File: config.mk
export PLATFORM = sky130hd
export DESIGN_NAME = adaptive_filter_inverse
export DESIGN_NICKNAME = d
export VERILOG_FILES = /design/src/rtl/adaptive_filter_pkg.sv /design/src/rtl/adaptive_filter_inverse.sv
export SDC_FILE = /design/constraint.sdc
export NUM_CORES = 1
export LEC_CHECK = 0
export BUFFER_PORTS_ARGS = -buffer_cell sky130_fd_sc_hd__buf_2
export CORE_ASPECT_RATIO = 1.1
export CORE_UTILIZATION = 60
export CTS_BUF_LIST = sky130_fd_sc_hd__clkbuf_2 sky130_fd_sc_hd__clkbuf_4 sky130_fd_sc_hd__clkbuf_8
export DETAILED_ROUTE_END_ITERATION = 6
export GPL_TIMING_DRIVEN = 0
export HOLD_SLACK_MARGIN = 0.02
export PLACE_DENSITY = 0.83
export SETUP_SLACK_MARGIN = 0.1
export SKIP_LAST_GASP = 1
export SYNTH_ARGS = -nofsm -noshare
export SYNTH_HDL_FRONTEND = slang
export SYNTH_SLANG_ARGS = --single-unit
export TNS_END_PERCENT = 20
File: constraint.sdc
create_clock -name clk -period 3.1 [get_ports clk]
set_input_delay 0 -clock clk [delete_from_list [all_inputs] [get_ports clk]]
set_output_delay 0 -clock clk [all_outputs]
set_load 0.02 [all_outputs]
File: src/rtl/adaptive_filter_pkg.sv
// Shared types and constants for adaptive_filter and its inverse.
// The sample format is signed two's complement Q(WORDLENGTH-FRACTIONAL_LENGTH).FRACTIONAL_LENGTH.
package adaptive_filter_pkg;

    localparam int unsigned WORDLENGTH        = 14;
    localparam int unsigned FRACTIONAL_LENGTH = 6;

    typedef logic signed [WORDLENGTH-1:0] sample_t;

    typedef enum logic {
        IDLE,
        RUN
    } state_t;

    // Forward-filter mode encodings, as seen on ctrl and mode.
    localparam logic MODE_INTEGRATOR     = 1'b1;
    localparam logic MODE_DIFFERENTIATOR = 1'b0;

endpackage

File: src/rtl/adaptive_filter_inverse.sv
// Streaming inverse of adaptive_filter: differentiates an integrated stream or accumulates a
// differentiated one, frame by frame, with a single registered output stage.
module adaptive_filter_inverse #(
    parameter int unsigned WORDLENGTH        = adaptive_filter_pkg::WORDLENGTH,
    parameter int unsigned FRACTIONAL_LENGTH = adaptive_filter_pkg::FRACTIONAL_LENGTH
) (
    input  logic                         clk,
    input  logic                         srst,
    input  logic                         ctrl,
    input  logic                         s_tvalid,
    output logic                         s_tready,
    input  logic signed [WORDLENGTH-1:0] s_tdata,
    input  logic                         s_tlast,
    output logic                         m_tvalid,
    input  logic                         m_tready,
    output logic signed [WORDLENGTH-1:0] m_tdata,
    output logic                         m_tlast,
    output logic                         mode
);
    import adaptive_filter_pkg::*;

    // The binary point is only a labelling convention; arithmetic is integer-exact.
    if (FRACTIONAL_LENGTH >= WORDLENGTH) begin : g_bad_format
        $error("FRACTIONAL_LENGTH must be smaller than WORDLENGTH");
    end

    state_t                state;
    logic [WORDLENGTH-1:0] h;

    logic                  in_beat;
    logic                  out_beat;
    logic                  cur_mode;
    logic [WORDLENGTH-1:0] hist;
    logic [WORDLENGTH-1:0] result;
    logic [WORDLENGTH-1:0] h_next;

    assign s_tready = !srst && (!m_tvalid || m_tready);
    assign in_beat  = s_tvalid && s_tready;
    assign out_beat = m_tvalid && m_tready;

    // The first beat of a frame takes its mode from ctrl and sees an empty history.
    always_comb begin
        cur_mode = mode;
        hist     = h;
        if (state == IDLE) begin
            cur_mode = ctrl;
            hist     = '0;
        end
        if (cur_mode == MODE_INTEGRATOR) begin
            result = s_tdata - hist;
            h_next = s_tdata;
        end else begin
            result = hist + s_tdata;
            h_next = result;
        end
    end

    always_ff @(posedge clk) begin
        if (srst) begin
            state    <= IDLE;
            h        <= '0;
            mode     <= MODE_DIFFERENTIATOR;
            m_tvalid <= 1'b0;
            m_tdata  <= '0;
            m_tlast  <= 1'b0;
        end else begin
            if (in_beat) begin
                m_tvalid <= 1'b1;
                m_tdata  <= result;
                m_tlast  <= s_tlast;
                if (state == IDLE) begin
                    mode <= ctrl;
                end
                if (s_tlast) begin
                    state <= IDLE;
                    h     <= '0;
                end else begin
                    state <= RUN;
                    h     <= h_next;
                end
            end else if (out_beat) begin
                m_tvalid <= 1'b0;
            end
        end
    end

endmodule

### Yosys cells after proc, flatten, opt, wreduce, memory -nomap -nowiden

Cells that the tools add are included.

* register bits after elaboration: 32
* latch bits: 0
* RAM bits: 0
* bits in read-only memories: 0
* input port bits: 20
* output and inout port bits: 18
* word-level logic and storage cells: 23
* memories: 0

* add/sub/neg operators: 2
* $mul: 0
* divide/modulo/power cells: 0
* order comparisons: 0
* eq/ne operators: 0
* shift operators: 0
* mux-type cells: 8
* bitwise gates (word level): 0
* reductions and logical operators: 7

Operators by type and width (count)
* $mux W14: 4
* $add A14 B14 Y14: 1
* $sub A14 B14 Y14: 1
* $mux W1: 4
* $logic_and A1 B1 Y1: 3
* $logic_not A1 Y1: 2
* $reduce_bool A2 Y1: 1
* $logic_or A1 B1 Y1: 1

### Logic depth before layout (Yosys ltp)

* depth after elaboration: 5
* mapped depth: 12
* mapped depth without buffers: 11

### Worst setup path after synthesis

OpenSTA, ideal clock, no wires.

* path type: reg-to-reg
* start point: register state
* end point: register m_tdata[12]
* setup time: 124 ps
* data arrival time: 2430 ps
* required time: 2976 ps
* path slack: 546 ps
* stages on the path, launching flop included: 13
* path buffers: 3
* period minus slack after synthesis: 2554 ps
* cells stage by stage: dfxtp_1 buf_2 clkbuf_1 nand2_1 ha_1 buf_2 nor2_2 a211oi_4 o211ai_2 a21oi_2 o31ai_2 and4_1 a2111o_1

* longest elaborated chain between the ends: 3
* elaborated cells on any way between the ends: 5
* those cells by class: add/sub: 2; mux: 3

Ends and longest elaborated chain
* start, declared: line adaptive_filter_inverse.sv:27 `state_t state;`
* start signal, assigned: line adaptive_filter_inverse.sv:60 `state <= IDLE;`
* start signal, assigned: line adaptive_filter_inverse.sv:75 `state <= IDLE;`
* start signal, assigned: line adaptive_filter_inverse.sv:78 `state <= RUN;`
* $mux W14: line adaptive_filter_inverse.sv:45 `if (state == IDLE) begin`
* $add A14 B14 Y14 / $sub A14 B14 Y14 (equally long branches): line adaptive_filter_inverse.sv:53, adaptive_filter_inverse.sv:50
* $mux W14 *: line adaptive_filter_inverse.sv:49 `if (cur_mode == MODE_INTEGRATOR) begin`
* end signal, assigned: line adaptive_filter_inverse.sv:69 `m_tdata <= result;`
* end, declared: line adaptive_filter_inverse.sv:16 `output logic signed [WORDLENGTH-1:0] m_tdata,`

Mark *: on every way between the ends. The rest lies on a longest branch, timed or not.
A chain may end at the register's enable or synchronous reset.

### Final worst setup path

Same ends and word-level chain as after synthesis.

==> qor.yml <==
outcome:
  status: "completed"
cells_and_area:
  drive_gt1_share_pct: 18.69
  multi_input_area_um2: 1954
  fillCellCount: 358
  syn_to_final_growth_pct: 16.85
  register_area_um2: 640.6
  final_nets: 461
  stdcell_count: 466
  n_antenna_cell: 0
logic_synthesis:
  yosys-top-cells-area: "dfxtp_1, ha_1, nand2_1"
  synthCells: 359
  synth_edf_count: 0
  ys_ff_latch: 32
  synth-simple-area-share_pct: 19.43
  synth.area.mux_share_pct: 1.495
  synth_adder_area_share_pct: 14.13
  synth.avg_cell_area_um2: 7.695
  synth.top_cell.area_share_pct: 23.19
  synth-main-ff-cell: "dfxtp_1"
  synth-compound-area-share_pct: 27.81
  ys_warn_count: 0
  synth_xor_area_share_pct: 7.292
  synthTopCellsByCount: "nand2_1, dfxtp_1, nor2_1, o21ai_0, ha_1"
  synth_most_common_cell: "nand2_1"
  syn_nets: 409
  synthArstFlopShare_pct: 0
  synth_top_family_by_area: "compound AO/OA/AOI/OAI gates"
  yosysTopAreaCell: "dfxtp_1"
  ys_types: 58
  seq_area_frac_synth_pct: 23.19
  synth_area_um2: 2763
setup_path:
  required_ns: 3.28
  crit_buf_inv: 1
  critPathMaxStageDelay_ns: 0.43
  path_common_cell: "a21oi_1"
  critPathTopFamily: "compound AO/OA/AOI/OAI gates"
  crit_type: "flop to flop"
  startpoint_type: "flop"
  critPathCaptureType: "flop"
  cpMaxStageDelayCell: "fa_1"
  cp_cell_sequence: "buf_2 > and2_1 > ha_1 > fa_1 > nand2b_1 > a21oi_1 > o221ai_1 > o21ai_1 > a21oi_1 > mux2i_1 > a2111o_1"
  cp_max_fo: 8
  crit_arrival_ns: 3.13
route:
  detail-route-antenna-nets: 0
  routed-via-count: 2763
  vias_per_cell: 5.929
  drt-total-wl_um: 7540
  firstDrtPassIters: 5
  drtIter0Drc: 171
  routedWlPerCell_um: 16.18
  drc: 0
pwr:
  peakVddDrop_mv: 0.2592
  p_per_area_nw_per_um2: 371.3
  p_leak_nw: 1.478
  p_total_mw: 1.199
floorplanning:
  die_area_um2: 4880
  rows: 25
  io_pins: 38
  dieWidth_um: 66.70
  start_util_pct: 63.54
  core_um2: 4348
  die_y_um: 73.17
timing:
  worst_pin_slew_ns: 0.6377
  setup_tns_ns: 0
  period_share_pct: 94.85
  finalClockSkew_ns: 0.007841
  fmax_mhz: 340.1
  setup_viol: 0
  rsz0062_at_grt: "false"
  period_needed_ns: 2.940
  max-slew-margin-rel_pct: 57.33
  hold_viol_final: 0
  slew_violations: 0
clock_network:
  numCtsBuffers: 5
  clock_sinks: 32
  cts.reportedPaths.clkPinSlew_ns: 0.08
  htreeDepth: 2
  cts_max_path_buffers: 2
  cts_tree: "yes"
  clkLatencyLatePin_ns: 0.30
  cts_root_buf: "clkbuf_8"
placement:
  routabilityCongestion: 0.9123
  dp_hpwl_um: 5497
  port_buffers: 37
  place_inst: 450
min_path:
  hp-class: "input pin to flop"
global_route:
  gr-total-overflow: 0
  antenna_found_initial: 0
  grt_pass1_wl_um: 11920
  grt_pass1_vias: 2535
  grt_usage_pct: 32.85
  grt_max_degree: 13
job:
  maxCapViolations: 0
[metrics by stage]
step           cell area, um^2  hold slack [ns]  setup slack, ns  util, %
2_1_floorplan             2763          0.09147           0.5457        -
3_3_place_gp              3015           0.2505         -0.09730    69.35
3_5_place_dp              3015           0.2661         -0.08947    69.35
4_1_cts                   3202          0.02799           0.1475    73.64
5_1_grt                   3228          0.05615          0.09086    74.24
6_report                  3228          0.02855           0.1596    74.24
[worst register-to-register path, stage by stage, from the launching register on]
cell	delay [ns]
dfxtp_1	0.30
buf_2	0.17
and2_1	0.20
ha_1	0.22
fa_1	0.43
nand2b_1	0.19
a21oi_1	0.24
o221ai_1	0.22
o21ai_1	0.22
a21oi_1	0.12
mux2i_1	0.14
a2111o_1	0.38
[flip-flops by register name, indices dropped and copies added (netlist names)]
| name | cells |
|---|---|
| h | 14 |
| m_tdata | 14 |
| m_tlast | 1 |
| m_tvalid | 1 |
| mode | 1 |
| state | 1 |
[worst paths after layout]
kind	startpoint	endpoint	slack, ns	depth (start not counted)
hold reg to reg	m_tdata[13]	m_tdata[13]	0.44	2
hold / removal	s_tdata[9]	h[9]	0.03	3
setup / recovery	state	m_tdata[12]	0.16	11
setup reg to reg	state	m_tdata[12]	0.16	11
[cells by family (layout without fill, tap and decap cells)]
group,Yosys count,after routing
simple gates,116,116
compound gates,109,109
buf+inv,45,98
flops,32,32
fa+ha+maj,30,30
xor+xnor,23,23
mux,4,4
[layout by cell type, fill, tap and decap left out, types with 6 or more instances in the layout]
| cell | count |
|---|---|
| buf_2 | 49 |
| dfxtp_1 | 32 |
| xor2_1 | 8 |
| nand3b_1 | 6 |
| nor2b_1 | 6 |
| o21ai_1 | 9 |
| o21ai_0 | 29 |
| o211ai_1 | 7 |
| ha_1 | 28 |
| nand2_1 | 48 |
| dlygate4sd3_1 | 7 |
| nor2_1 | 29 |
| nand2b_1 | 7 |
| inv_1 | 23 |
| a21oi_1 | 21 |
| clkbuf_1 | 8 |
| xnor2_1 | 15 |
[layout make-up]
| class | instances | share of cell area (%) |
|---|---|---|
| plain buffers | 21 | 3.023 |
| multi-input cells | 282 | 60.54 |
| clock inverters | 3 | 1.434 |
| flip-flops and latches | 32 | 19.84 |
| inverters | 24 | 2.791 |
| clock buffers | 5 | 2.132 |
| well taps | 54 | 2.093 |
| repair buffers | 45 | 8.140 |
[what timing repair did]
action | 4_1_cts | 5_1_grt
hold endpoints to repair | 6 | 0
hold buffers | 7 | 0
pin swaps | 0 | 1
setup buffers | 0 | 1
endpoints found under the setup margin | 7 | 4
resized for setup | 1 | 5
[per-layer routing]
layer / track usage, % / wire length [um]
met2: 54.21 / 3688
met3: 5.469 / 411
met1: 40.89 / 3240
met5: 0 / 0
met4: 16.08 / 199
[power breakdown]
| part | internal (mW) | switching [mW] | total [mW] |
|---|---|---|---|
| registers | 0.439 | 0.0132 | 0.453 |
| logic | 0.120 | 0.205 | 0.325 |
| clock network | 0.242 | 0.179 | 0.421 |
Note: power is estimated with default switching activity, not from simulation.
